===== config.mk =====
export PLATFORM = sky130hd
export DESIGN_NAME = multiplexer_bus_arb_flat
export DESIGN_NICKNAME = d
export VERILOG_FILES = /design/src/rtl/multiplexer_bus_arb_if.sv /design/src/rtl/multiplexer_bus_arb.sv /design/src/flat_wrapper.sv
export SDC_FILE = /design/constraint.sdc
export NUM_CORES = 1
export LEC_CHECK = 0
export ABC_AREA = 1
export ABC_CLOCK_PERIOD_IN_PS = 2400
export BUFFER_PORTS_ARGS = -buffer_cell sky130_fd_sc_hd__buf_2
export CORE_MARGIN = 3
export CORE_UTILIZATION = 40
export DETAILED_ROUTE_END_ITERATION = 16
export HOLD_SLACK_MARGIN = 0.08
export PLACE_DENSITY = 0.78
export SLEW_MARGIN = 40
export SYNTH_ARGS = -nofsm -noshare
export SYNTH_HDL_FRONTEND = slang
export SYNTH_SLANG_ARGS = --single-unit

===== constraint.sdc =====
create_clock -name Clock -period 2.4 [get_ports Clock]
set_clock_uncertainty 0.2 [all_clocks]
set_input_delay 0.24 -clock Clock [delete_from_list [all_inputs] [get_ports Clock]]
set_output_delay 0.24 -clock Clock [all_outputs]
set_load 0.01 [all_outputs]

===== src/rtl/multiplexer_bus_arb_if.sv =====
// Bus bundle for multiplexer_bus_arb: N producer channels in, one registered consumer port out.
// The arbiter side uses the slave modport; the producers/consumer side uses master.
interface multiplexer_bus_arb_if #(
  parameter int unsigned NrOfBits   = 32,
  parameter int unsigned NrOfInputs = 4,
  parameter int unsigned SelBits    = 2
) ();

  logic                             Enable;
  logic [NrOfInputs*NrOfBits-1:0]   MuxIn;
  logic [NrOfInputs-1:0]            InValid;
  logic [NrOfInputs-1:0]            InReady;
  logic [SelBits-1:0]               Sel;
  logic [NrOfBits-1:0]              MuxOut;
  logic                             OutValid;
  logic                             OutReady;
  logic [SelBits-1:0]               OutChan;

  modport slave (
    input  Enable,
    input  MuxIn,
    input  InValid,
    input  Sel,
    input  OutReady,
    output InReady,
    output MuxOut,
    output OutValid,
    output OutChan
  );

  modport master (
    output Enable,
    output MuxIn,
    output InValid,
    output Sel,
    output OutReady,
    input  InReady,
    input  MuxOut,
    input  OutValid,
    input  OutChan
  );

endinterface


===== src/rtl/multiplexer_bus_arb.sv =====
// Registered N-input bus multiplexer with valid/ready handshake and a one-entry output register.
// Grant comes from fixed-priority, round-robin or external-select arbitration (Mode).
module multiplexer_bus_arb #(
  parameter int unsigned NrOfBits   = 32,
  parameter int unsigned NrOfInputs = 4,
  parameter int unsigned SelBits    = 2,
  parameter int unsigned Mode       = 1
) (
  input logic                  Clock,
  input logic                  nReset,
  multiplexer_bus_arb_if.slave bus
);

  localparam logic [SelBits-1:0] LastIdx = SelBits'(NrOfInputs - 1);

  logic [NrOfBits-1:0]   data_q, data_d;
  logic                  valid_q, valid_d;
  logic [SelBits-1:0]    chan_q, chan_d;
  logic [SelBits-1:0]    ptr_q, ptr_d;

  logic                  space;
  logic                  gnt_valid;
  logic [SelBits-1:0]    gnt_idx;
  logic [NrOfBits-1:0]   gnt_data;
  logic [NrOfInputs-1:0] in_ready;

  // The output register may reload in the same cycle it drains.
  assign space = ~valid_q | bus.OutReady;

  always_comb begin
    int unsigned cand;
    gnt_valid = 1'b0;
    gnt_idx   = '0;
    cand      = 0;
    unique case (Mode)
      0: begin
        // Descending scan so the lowest requesting index is written last.
        for (int i = NrOfInputs - 1; i >= 0; i--) begin
          if (bus.InValid[i]) begin
            gnt_valid = 1'b1;
            gnt_idx   = SelBits'(i);
          end
        end
      end
      1: begin
        for (int unsigned k = 0; k < NrOfInputs; k++) begin
          cand = 32'(ptr_q) + k;
          if (cand >= NrOfInputs) cand = cand - NrOfInputs;
          if (!gnt_valid && bus.InValid[cand]) begin
            gnt_valid = 1'b1;
            gnt_idx   = SelBits'(cand);
          end
        end
      end
      default: begin
        // Out-of-range Sel matches no channel and therefore grants nothing.
        for (int unsigned i = 0; i < NrOfInputs; i++) begin
          if (bus.Sel == SelBits'(i) && bus.InValid[i]) begin
            gnt_valid = 1'b1;
            gnt_idx   = SelBits'(i);
          end
        end
      end
    endcase
    if (!(bus.Enable && space && nReset)) begin
      gnt_valid = 1'b0;
    end
  end

  always_comb begin
    gnt_data = '0;
    in_ready = '0;
    for (int unsigned i = 0; i < NrOfInputs; i++) begin
      if (gnt_idx == SelBits'(i)) begin
        gnt_data    = bus.MuxIn[i*NrOfBits +: NrOfBits];
        in_ready[i] = gnt_valid;
      end
    end
  end

  always_comb begin
    data_d  = data_q;
    valid_d = valid_q;
    chan_d  = chan_q;
    ptr_d   = ptr_q;
    if (gnt_valid) begin
      data_d  = gnt_data;
      valid_d = 1'b1;
      chan_d  = gnt_idx;
      if (Mode == 1) begin
        ptr_d = (gnt_idx == LastIdx) ? '0 : gnt_idx + 1'b1;
      end
    end else if (valid_q && bus.OutReady) begin
      data_d  = '0;
      valid_d = 1'b0;
      chan_d  = '0;
    end
  end

  always_ff @(posedge Clock or negedge nReset) begin
    if (!nReset) begin
      data_q  <= '0;
      valid_q <= 1'b0;
      chan_q  <= '0;
      ptr_q   <= '0;
    end else begin
      data_q  <= data_d;
      valid_q <= valid_d;
      chan_q  <= chan_d;
      ptr_q   <= ptr_d;
    end
  end

  assign bus.InReady  = in_ready;
  assign bus.MuxOut   = data_q;
  assign bus.OutValid = valid_q;
  assign bus.OutChan  = chan_q;

  a_ready_onehot0 : assert property (@(posedge Clock) disable iff (!nReset)
    $onehot0(bus.InReady));

  a_stall_hold : assert property (@(posedge Clock) disable iff (!nReset)
    (bus.OutValid && !bus.OutReady) |=> (bus.OutValid && $stable(bus.MuxOut)));

  a_ready_needs_space : assert property (@(posedge Clock) disable iff (!nReset)
    (|bus.InReady) |-> (space && bus.Enable));

endmodule


===== src/flat_wrapper.sv =====
// flat-port wrapper written by rule: the top's interface ports become plain ports
module multiplexer_bus_arb_flat 
#(
  parameter int unsigned NrOfBits   = 32,
  parameter int unsigned NrOfInputs = 4,
  parameter int unsigned SelBits    = 2,
  parameter int unsigned Mode       = 1
)
  (Clock, nReset, bus_Enable, bus_MuxIn, bus_InValid, bus_Sel, bus_OutReady, bus_InReady, bus_MuxOut, bus_OutValid, bus_OutChan);
  multiplexer_bus_arb_if #(.NrOfBits(NrOfBits), .NrOfInputs(NrOfInputs), .SelBits(SelBits)) bus_i ();
  input logic Clock;
  input logic nReset;
  input wire logic [$bits(bus_i.Enable)-1:0] bus_Enable;
  input wire logic [$bits(bus_i.MuxIn)-1:0] bus_MuxIn;
  input wire logic [$bits(bus_i.InValid)-1:0] bus_InValid;
  input wire logic [$bits(bus_i.Sel)-1:0] bus_Sel;
  input wire logic [$bits(bus_i.OutReady)-1:0] bus_OutReady;
  output wire logic [$bits(bus_i.InReady)-1:0] bus_InReady;
  output wire logic [$bits(bus_i.MuxOut)-1:0] bus_MuxOut;
  output wire logic [$bits(bus_i.OutValid)-1:0] bus_OutValid;
  output wire logic [$bits(bus_i.OutChan)-1:0] bus_OutChan;
  assign bus_i.Enable = bus_Enable;
  assign bus_i.MuxIn = bus_MuxIn;
  assign bus_i.InValid = bus_InValid;
  assign bus_i.Sel = bus_Sel;
  assign bus_i.OutReady = bus_OutReady;
  assign bus_InReady = bus_i.InReady;
  assign bus_MuxOut = bus_i.MuxOut;
  assign bus_OutValid = bus_i.OutValid;
  assign bus_OutChan = bus_i.OutChan;
  multiplexer_bus_arb #(.NrOfBits(NrOfBits), .NrOfInputs(NrOfInputs), .SelBits(SelBits), .Mode(Mode)) u_core (.Clock(Clock), .nReset(nReset), .bus(bus_i));
endmodule

==> summary.txt, run 1 <==
status - finished, violations left
failing checks - setup timing
Die X-Extent - 90.7 um
Period minus WS final - 2660 ps
antenna violations before repair - 0
cell-by-cell trace of the critical path - buf_6 > nand2_2 > nand2_2 > nand2_2 > nand2_2 > nor2_4 > nand4_1 > nand2_4 > inv_4 > ha_4 > inv_6 > buf_12 > nor2_4 > buf_6
vias in the first global route - 3,973
worst-margin pin slew - 485 ps
worst-skew pair later-pin latency - 280 ps
# setup viols final - 36
Ant. Diodes - 0
IO Count - 177
first-pass GRT wire length - 18,500 um
final wirelength - 12,100 um
met2 usage - 50.5%
crit end category - output pin
GPL Wtd Cong - 0.959
hpwl dp - 7700 um
Yosys reg bits - 37
htree depth - 2
GR Layer Usage met3 - 5.00%
Netlist cell types - 27
Vias/cell - 5.33
Root Driver - clkbuf_8
Worst EP required - 1960 ps
DIE HEIGHT - 90.7 um
Worst Path Arrival - 2220 ps
final hold vios - 0
max-slew violation total from the final report - 0
drt first pass iters - 5
Warnings, synthesis - 0
largest net degree at the start of global routing - 38
final core occ - 73.7%
Startpoint Class - flip-flop
register area share after synthesis - 32.2%
Total GRT Usage - 27.3%
residual DRC count - 0
post-route ant nets - 0
CTS tree - yes
Crit path largest cell delay - 470 ps
RSZ-0062 raised after global routing - true
total core area - 6870 um2
Syn Nets - 572
DR vias - 4,026
GR peak layer - met2
Max Buffers Root-to-Sink - 2
Cells after Synth - 430
period utilization - 111%
Mean Syn Cell Area - 6.68 um2
Fin Hold WS - 83.3 ps
M1 GR Usage - 30.9%
remaining global-route overflow - 0
Clock Pin Slew Worst Setup and Hold Paths - 70 ps
Port-buffer cells - 174
fillers - 514
leakage - 2.73 nW
std cell rows - 30
DRT iter0 DRCs - 189
maximum net fanout on the critical path - 6
number of max-cap violations - 0
fin nets - 801
Placed Cells - 693
Fmax - 376 MHz
Post-Syn Area - 2870 um2
power per cell area - 1960 nW/um2
Max VDD drop - 1330 uV
worst hold path type - input pin to flip-flop
max_slew headroom - 67.7%
area growth from synthesis to final layout - 76.2%
post-route setup slack - -258 ps
CTS Buf Count - 5
filler-free cell count of the finished design - 756
Avg WL per Cell - 16.0 um
share of layout cells above drive strength 1 - 47.7%
Sink Count - 37
cell mode on critical path - nand2_2
Initial Util - 41.8%
critical path class - flip-flop to output pin
Crit-path slowest cell - dfrtp_2
die area - 8230 um2
==> through the flow <==
| step | TNS (ps) | instance area [um2] | total power [mW] | setup slack (ps) |
|---|---|---|---|---|
| floorplan | -13.6 | 2990 | 5.17 | -1.51 |
| global placement | -6170 | 4030 | 6.76 | -252 |
| detailed placement | -9710 | 4030 | 6.96 | -365 |
| CTS | -5420 | 4880 | 9.22 | -232 |
| global route | -10680 | 5060 | 10.6 | -360 |
| finish | -5980 | 5060 | 9.91 | -258 |
==> routing by layer <==
metal,vias up,share of wire [%]
li1,1904,-
met1,1842,38
met2,245,51
met3,35,7.9
met4,0,3.0
met5,-,0
==> final cells by class <==
| type | count | area (um2) | area share [%] |
|---|---|---|---|
| multi-input cells | 320 | 1940 | 38.3 |
| repair buffers | 257 | 1810 | 35.7 |
| flip-flops and latches | 37 | 928 | 18.3 |
| inverters | 38 | 168 | 3.31 |
| well taps | 96 | 120 | 2.37 |
| clock buffers | 7 | 96.3 | 1.90 |
| clock inverters | 1 | 5.00 | 0.0989 |
==> what timing repair did <==
| action | 4_1_cts | 5_1_grt |
|---|---|---|
| cloned | 4 | 2 |
| gates resized for setup | 86 | 30 |
| pin swaps | 26 | 15 |
| setup endpoints to repair | 36 | 39 |
| hold endpoints to repair | 68 | 1 |
| buffers inserted | 15 | 2 |
| hold buffers | 32 | 1 |
==> worst max-delay path: cells and delay by family, from the launching register on <==
family	cells	cell delay (ps)
buffers and inverters	5	510
AND/OR/NAND/NOR	8	770
adder cells (fa/ha/maj)	1	180
flip-flops	1	470
==> cell families after synthesis <==
group,Yosys count,share of synthesized area [%]
AND/OR/NAND/NOR,219,33.2
AO/OA/AOI/OAI,97,21.4
buffers and inverters,73,11.5
flip-flops,37,32.2
adder cells (fa/ha/maj),4,1.74
==> cells in the final DEF, fill, tap and decap left out, drive strengths merged <==
master         n
clkbuf         9
o211a          1
ha             4
inv           37
clkinv         2
buf          222
dfrtp         37
a311oi        21
o21ai         56
nand2        115
dlygate4sd3   33
nor2          30
nand3         73
o31ai          4
nand4          1
a21oi         15
==> state kept, by name, indices dropped and copies added, names as in the netlist <==
name                 flops
u_core.bus.OutValid      1
u_core.ptr_q             2
u_core.bus.MuxOut       32
u_core.bus.OutChan       2
==> synthesized netlist by cell type, drive strengths merged <==
cell	number	area, um2
o21ai	56	314
clkinv	1	3.75
dfrtp	37	926
nor2	30	120
o31ai	4	30.0
a311oi	21	184
ha	4	50.1
buf	11	92.6
clkbuf	24	91.3
a21oi	15	75.1
inv	37	141
nand2	115	452
nand3	73	375
nand4	1	6.26
o211a	1	10.0
==> path summary, 6_finish.rpt <==
path,start,endpoint,slack (ps),cells after the start
max reg2reg,u_core.ptr_q[0]$_DFFE_PN0P_,u_core.bus.MuxOut[6]$_DFFE_PN0P_,-200,17
max in group asynchronous,nReset,u_core.ptr_q[0]$_DFFE_PN0P_,1210,3
min reg2reg,u_core.bus.MuxOut[23]$_DFFE_PN0P_,u_core.bus.MuxOut[23]$_DFFE_PN0P_,310,2
min,bus_MuxIn[103],u_core.bus.MuxOut[7]$_DFFE_PN0P_,80,3
max,u_core.ptr_q[0]$_DFFE_PN0P_,bus_InReady[2],-260,14
min in group asynchronous,nReset,u_core.bus.MuxOut[25]$_DFFE_PN0P_,430,3
==> power breakdown <==
group	switching, mW	total [mW]	internal (mW)
Combinational	4.53	8.44	3.91
Sequential	0.138	0.991	0.853
Clock	0.225	0.485	0.260
Note: power is estimated with default switching activity, not from simulation.
==> run 2, diff against run 1 <==
--- a/config.mk
+++ b/config.mk
@@ -5,15 +5,14 @@
 export SDC_FILE = /design/constraint.sdc
 export NUM_CORES = 1
 export LEC_CHECK = 0
-export ABC_AREA = 1
 export ABC_CLOCK_PERIOD_IN_PS = 2400
 export BUFFER_PORTS_ARGS = -buffer_cell sky130_fd_sc_hd__buf_2
 export CORE_MARGIN = 3
-export CORE_UTILIZATION = 40
+export CORE_UTILIZATION = 41
 export DETAILED_ROUTE_END_ITERATION = 16
-export HOLD_SLACK_MARGIN = 0.08
 export PLACE_DENSITY = 0.78
 export SLEW_MARGIN = 40
 export SYNTH_ARGS = -nofsm -noshare
 export SYNTH_HDL_FRONTEND = slang
 export SYNTH_SLANG_ARGS = --single-unit
+export TNS_END_PERCENT = 5
==> summary.txt, run 2 <==
status - finished, violations left
failing checks - setup timing
Warnings, synthesis - 0
top_reg_cell synth - dfrtp_1
Netlist cell types - 41
placed cell areas - 4300 um2
CTS tree - yes
Power, Total - 4.79 mW
GPL Wtd Cong - 0.849
Avg WL per Cell - 17.7 um
Fmax - 392 MHz
DIE HEIGHT - 94.7 um
Synth async-reset ratio - 100%
htree depth - 2
number of max-cap violations - 0
leakage - 2.34 nW
IO Count - 177
Sequential cell area - 926 um2
Worst EP required - 1960 ps
Period minus WS final - 2550 ps
Max Buffers Root-to-Sink - 2
final hold vios - 0
vias in the first global route - 3,732
most numerous cell in the Yosys netlist - nand2_1
Clock Pin Slew Worst Setup and Hold Paths - 80 ps
Vias/cell - 5.75
# setup viols final - 34
largest net degree at the start of global routing - 38
first-pass GRT wire length - 17,600 um
post-route ant nets - 0
Mean Syn Cell Area - 8.58 um2
Yosys top cell area share - 28.7%
Startpoint Class - flip-flop
worst-skew pair later-pin latency - 280 ps
Total GRT Usage - 24.6%
power per cell area - 958 nW/um2
Post-Syn Area - 3220 um2
top cells by area, synth - dfrtp_1 29%, a2bb2oi_2 14%, a221oi_1 8.4%
die area - 8960 um2
register area share after synthesis - 28.7%
max reg flops - 32
period utilization - 106%
worst-margin pin slew - 685 ps
Fin Hold WS - 85.6 ps
fillers - 614
antenna violations before repair - 0
Cells after Synth - 376
Post-synth EDFFs - 0
hpwl dp - 7700 um
fin nets - 707
Initial Util - 43.3%
CTS Buf Count - 5
commonest non-fill, non-tap cell in the layout - buf_2
residual DRC count - 0
worst hold path type - input pin to flip-flop
R2R Setup Slk - -130 ps
most frequent cells in the layout - 172 x buf_2, 64 x nand2_1, 37 x dfrtp_1
max_slew headroom - 53.9%
final core occ - 67.2%
total core area - 7450 um2
Yosys reg bits - 37
max-slew violation total from the final report - 0
Sink Count - 37
share of layout cells above drive strength 1 - 55.1%
Port-buffer cells - 174
area growth from synthesis to final layout - 55.1%
Post-synth top cells - 64 x nand2_1, 37 x dfrtp_1
Placed Cells - 636
multi-input combinational cell area - 2230 um2
RSZ-0062 raised after global routing - true
DRT iter0 DRCs - 141
Syn Nets - 518
Ant. Diodes - 0
Root Driver - clkbuf_8
post-route setup slack - -149 ps
Max VDD drop - 543 uV
area leader, netlist - dfrtp_1
Setup WS pre-CTS - -184 ps
filler-free cell count of the finished design - 665
Worst Path Arrival - 2110 ps
total negative setup slack - -2870 ps
critical path class - flip-flop to output pin
maximum net fanout on the critical path - 6
crit end category - output pin
drt first pass iters - 5
DR vias - 3,827
post-route cell area - 5000 um2
Die X-Extent - 94.7 um
final wirelength - 11,700 um
std cell rows - 31
remaining global-route overflow - 0
[run 2: cell families (layout without fill, tap and decap cells)]
logic type / count (synthesis) / count (layout) / share of synthesized area [%]
fa+ha+maj: 4 / 4 / 1.55
compound gates: 106 / 106 / 30.3
mux: 2 / 2 / 0.698
flops: 37 / 37 / 28.7
buf+inv: 75 / 265 / 12.4
simple gates: 152 / 152 / 26.3
[run 2: routing by layer]
| layer | part of all wire, % | GRT usage, % | vias to the layer above |
|---|---|---|---|
| met5 | 0 | 0 | - |
| met3 | 8.1 | 4.30 | 22 |
| met4 | 2.2 | 8.05 | 0 |
| met1 | 40 | 30.8 | 1844 |
| met2 | 50 | 42.6 | 186 |
| li1 | - | - | 1775 |
[run 2: final cells by class]
cell class / instances / share of cell area (%)
Clock buffer: 7 / 1.93
Clock inverter: 1 / 0.100
Sequential cell: 37 / 18.5
Inverter: 32 / 2.40
Timing Repair Buffer: 225 / 30.0
Tap cell: 99 / 2.48
Multi-Input combinational cell: 264 / 44.6
[run 2: what timing repair did]
action / CTS / global route
hold buffers: 1 / 0
gates resized for setup: 33 / 28
setup buffers: 9 / 6
pin swaps: 20 / 20
gates cloned: 2 / 3
endpoints found under the setup margin: 36 / 36
hold endpoints to repair: 37 / 0
[run 2: final timing paths]
| check | startpoint | endpoint | cells past startpoint |
|---|---|---|---|
| min in group asynchronous | nReset | u_core.bus.OutValid$_DFFE_PN0P_ | 3 |
| max in group asynchronous | nReset | u_core.bus.MuxOut[15]$_DFFE_PN0P_ | 3 |
| max | u_core.ptr_q[1]$_DFFE_PN0P_ | bus_InReady[2] | 7 |
| max reg2reg | u_core.ptr_q[1]$_DFFE_PN0P_ | u_core.bus.MuxOut[28]$_DFFE_PN0P_ | 10 |
| min | bus_MuxIn[107] | u_core.bus.MuxOut[11]$_DFFE_PN0P_ | 3 |
| min reg2reg | u_core.bus.MuxOut[2]$_DFFE_PN0P_ | u_core.bus.MuxOut[2]$_DFFE_PN0P_ | 2 |
[run 2: worst max-delay path, stage by stage, from the launching register on]
cell,delay (ps)
dfrtp_1,420
mux2_4,310
or2b_1,260
nand4_1,220
ha_4,250
buf_12,140
and2_4,130
buf_6,90
[run 2: power breakdown]
part	switching (mW)	total (mW)	internal (mW)	leakage, nW
Combinational	1.58	3.36	1.78	1.84
Sequential	0.128	0.951	0.822	0.449
Clock	0.220	0.480	0.260	0.0542
==> run 3, diff against run 2 <==
--- a/config.mk
+++ b/config.mk
@@ -11,6 +11,8 @@
 export CORE_UTILIZATION = 41
 export DETAILED_ROUTE_END_ITERATION = 16
 export PLACE_DENSITY = 0.78
+export RECOVER_POWER = 25
+export SETUP_SLACK_MARGIN = 0.15
 export SLEW_MARGIN = 40
 export SYNTH_ARGS = -nofsm -noshare
 export SYNTH_HDL_FRONTEND = slang
==> summary.txt, run 3 (synthesized netlist as in run 2, its figures left out) <==
status - finished, violations left
failing checks - setup timing
hpwl dp - 7770 um
Placed Cells - 630
Power, Total - 4.56 mW
worst hold path type - input pin to flip-flop
worst-margin pin slew - 776 ps
placed cell areas - 4400 um2
Sequential cell area - 926 um2
DRT iter0 DRCs - 175
cell mode on critical path - buf_4
commonest non-fill, non-tap cell in the layout - buf_2
worst-skew pair later-pin latency - 280 ps
final core occ - 64.8%
most frequent cells in the layout - 155 x buf_2, 63 x nand2_1, 37 x dfrtp_1
# setup viols final - 34
multi-input combinational cell area - 2200 um2
Sink Count - 37
remaining global-route overflow - 0
first-pass GRT wire length - 17,400 um
share of layout cells above drive strength 1 - 49.8%
critical path class - flip-flop to flip-flop
Die X-Extent - 94.7 um
post-route setup slack - -114 ps
max_slew headroom - 47.9%
crit end category - flip-flop
Setup WS pre-CTS - -127 ps
DIE HEIGHT - 94.7 um
Clock Pin Slew Worst Setup and Hold Paths - 80 ps
total core area - 7450 um2
fillers - 636
final hold vios - 0
leakage - 2.21 nW
std cell rows - 31
filler-free cell count of the finished design - 653
Startpoint Class - flip-flop
Worst EP required - 2410 ps
Max VDD drop - 625 uV
max-slew violation total from the final report - 0
Hold Path Depth - 3
max reg flops - 32
vias in the first global route - 3,654
Crit-path slowest cell - dfrtp_1
drt first pass iters - 5
DR vias - 3,772
Initial Util - 43.3%
Ant. Diodes - 0
Vias/cell - 5.78
Root Driver - clkbuf_8
Worst Path Arrival - 2530 ps
RSZ-0062 raised after global routing - true
GPL Wtd Cong - 0.907
IO Count - 177
Max Buffers Root-to-Sink - 2
CTS Buf Count - 5
CTS tree - yes
Avg WL per Cell - 17.8 um
maximum net fanout on the critical path - 14
Crit path largest cell delay - 380 ps
die area - 8960 um2
total negative setup slack - -1460 ps
post-route ant nets - 0
Port-buffer cells - 174
area growth from synthesis to final layout - 49.6%
fin nets - 695
post-route cell area - 4820 um2
period utilization - 105%
Fmax - 398 MHz
Total GRT Usage - 24.2%
htree depth - 2
largest net degree at the start of global routing - 36
Period minus WS final - 2510 ps
number of max-cap violations - 0
r2r worst-path depth - 10
Fin Hold WS - 108 ps
residual DRC count - 0
power per cell area - 946 nW/um2
antenna violations before repair - 0
final wirelength - 11,600 um
cell-by-cell trace of the critical path - buf_4 > nand2b_4 > a21o_1 > nand4_1 > ha_4 > buf_12 > clkbuf_16 > buf_4 > a221oi_4 > a2bb2oi_2
[run 3: changes by cell type in the layout (fill, tap and decap cells not counted), sizes merged]
cell    previous run  this run
clkbuf            10        27
buf              221       192
clkinv             1         0
bufbuf             0         1
[run 3: layout make-up]
type	instances	area share, %
flip-flops and latches	37	19.2
repair buffers	213	28.6
clock buffers	8	1.66
multi-input cells	264	45.5
well taps	99	2.57
inverters	32	2.49
[run 3: path summary, 6_finish.rpt]
path                                                       start                                 to  slack [ps]
worst max-delay path                 u_core.ptr_q[1]$_DFFE_PN0P_   u_core.bus.MuxOut[8]$_DFFE_PN0P_        -110
worst min-delay path                              bus_MuxIn[107]  u_core.bus.MuxOut[11]$_DFFE_PN0P_         110
worst max register to register       u_core.ptr_q[1]$_DFFE_PN0P_   u_core.bus.MuxOut[8]$_DFFE_PN0P_        -110
worst min register to register  u_core.bus.MuxOut[6]$_DFFE_PN0P_   u_core.bus.MuxOut[6]$_DFFE_PN0P_         330
max in group asynchronous                                 nReset  u_core.bus.MuxOut[21]$_DFFE_PN0P_         990
min in group asynchronous                                 nReset  u_core.bus.OutChan[1]$_DFFE_PN0P_         270
[run 3: metal layers]
layer	track usage, %	up-vias	part of all wire, %
met5	0	-	0
met4	7.09	0	1.4
met3	5.18	19	7.8
met2	42.9	184	51
met1	29.5	1811	39
li1	-	1758	-
[run 3: worst max-delay path: cells and delay by family (launching register included)]
| kind | cells | cell delay [ps] |
|---|---|---|
| simple gates | 2 | 370 |
| fa+ha+maj | 1 | 280 |
| buf+inv | 4 | 610 |
| compound gates | 3 | 590 |
| flops | 1 | 380 |
[run 3: where the power goes]
group / total [mW] / leakage, nW / internal [mW] / switching (mW)
combinational: 3.19 / 1.72 / 1.66 / 1.53
clock: 0.428 / 0.0395 / 0.207 / 0.221
sequential: 0.943 / 0.449 / 0.822 / 0.122
total: 4.56 / 2.21 / 2.69 / 1.87
[run 3: what timing repair did]
item / in CTS / in global routing
endpoints found under the setup margin: 36 / 36
setup buffers: 6 / 4
hold buffers: 1 / 0
hold endpoints to repair: 37 / 0
pin swaps: 7 / 14
cloned: 2 / 2
resized for setup: 17 / 11
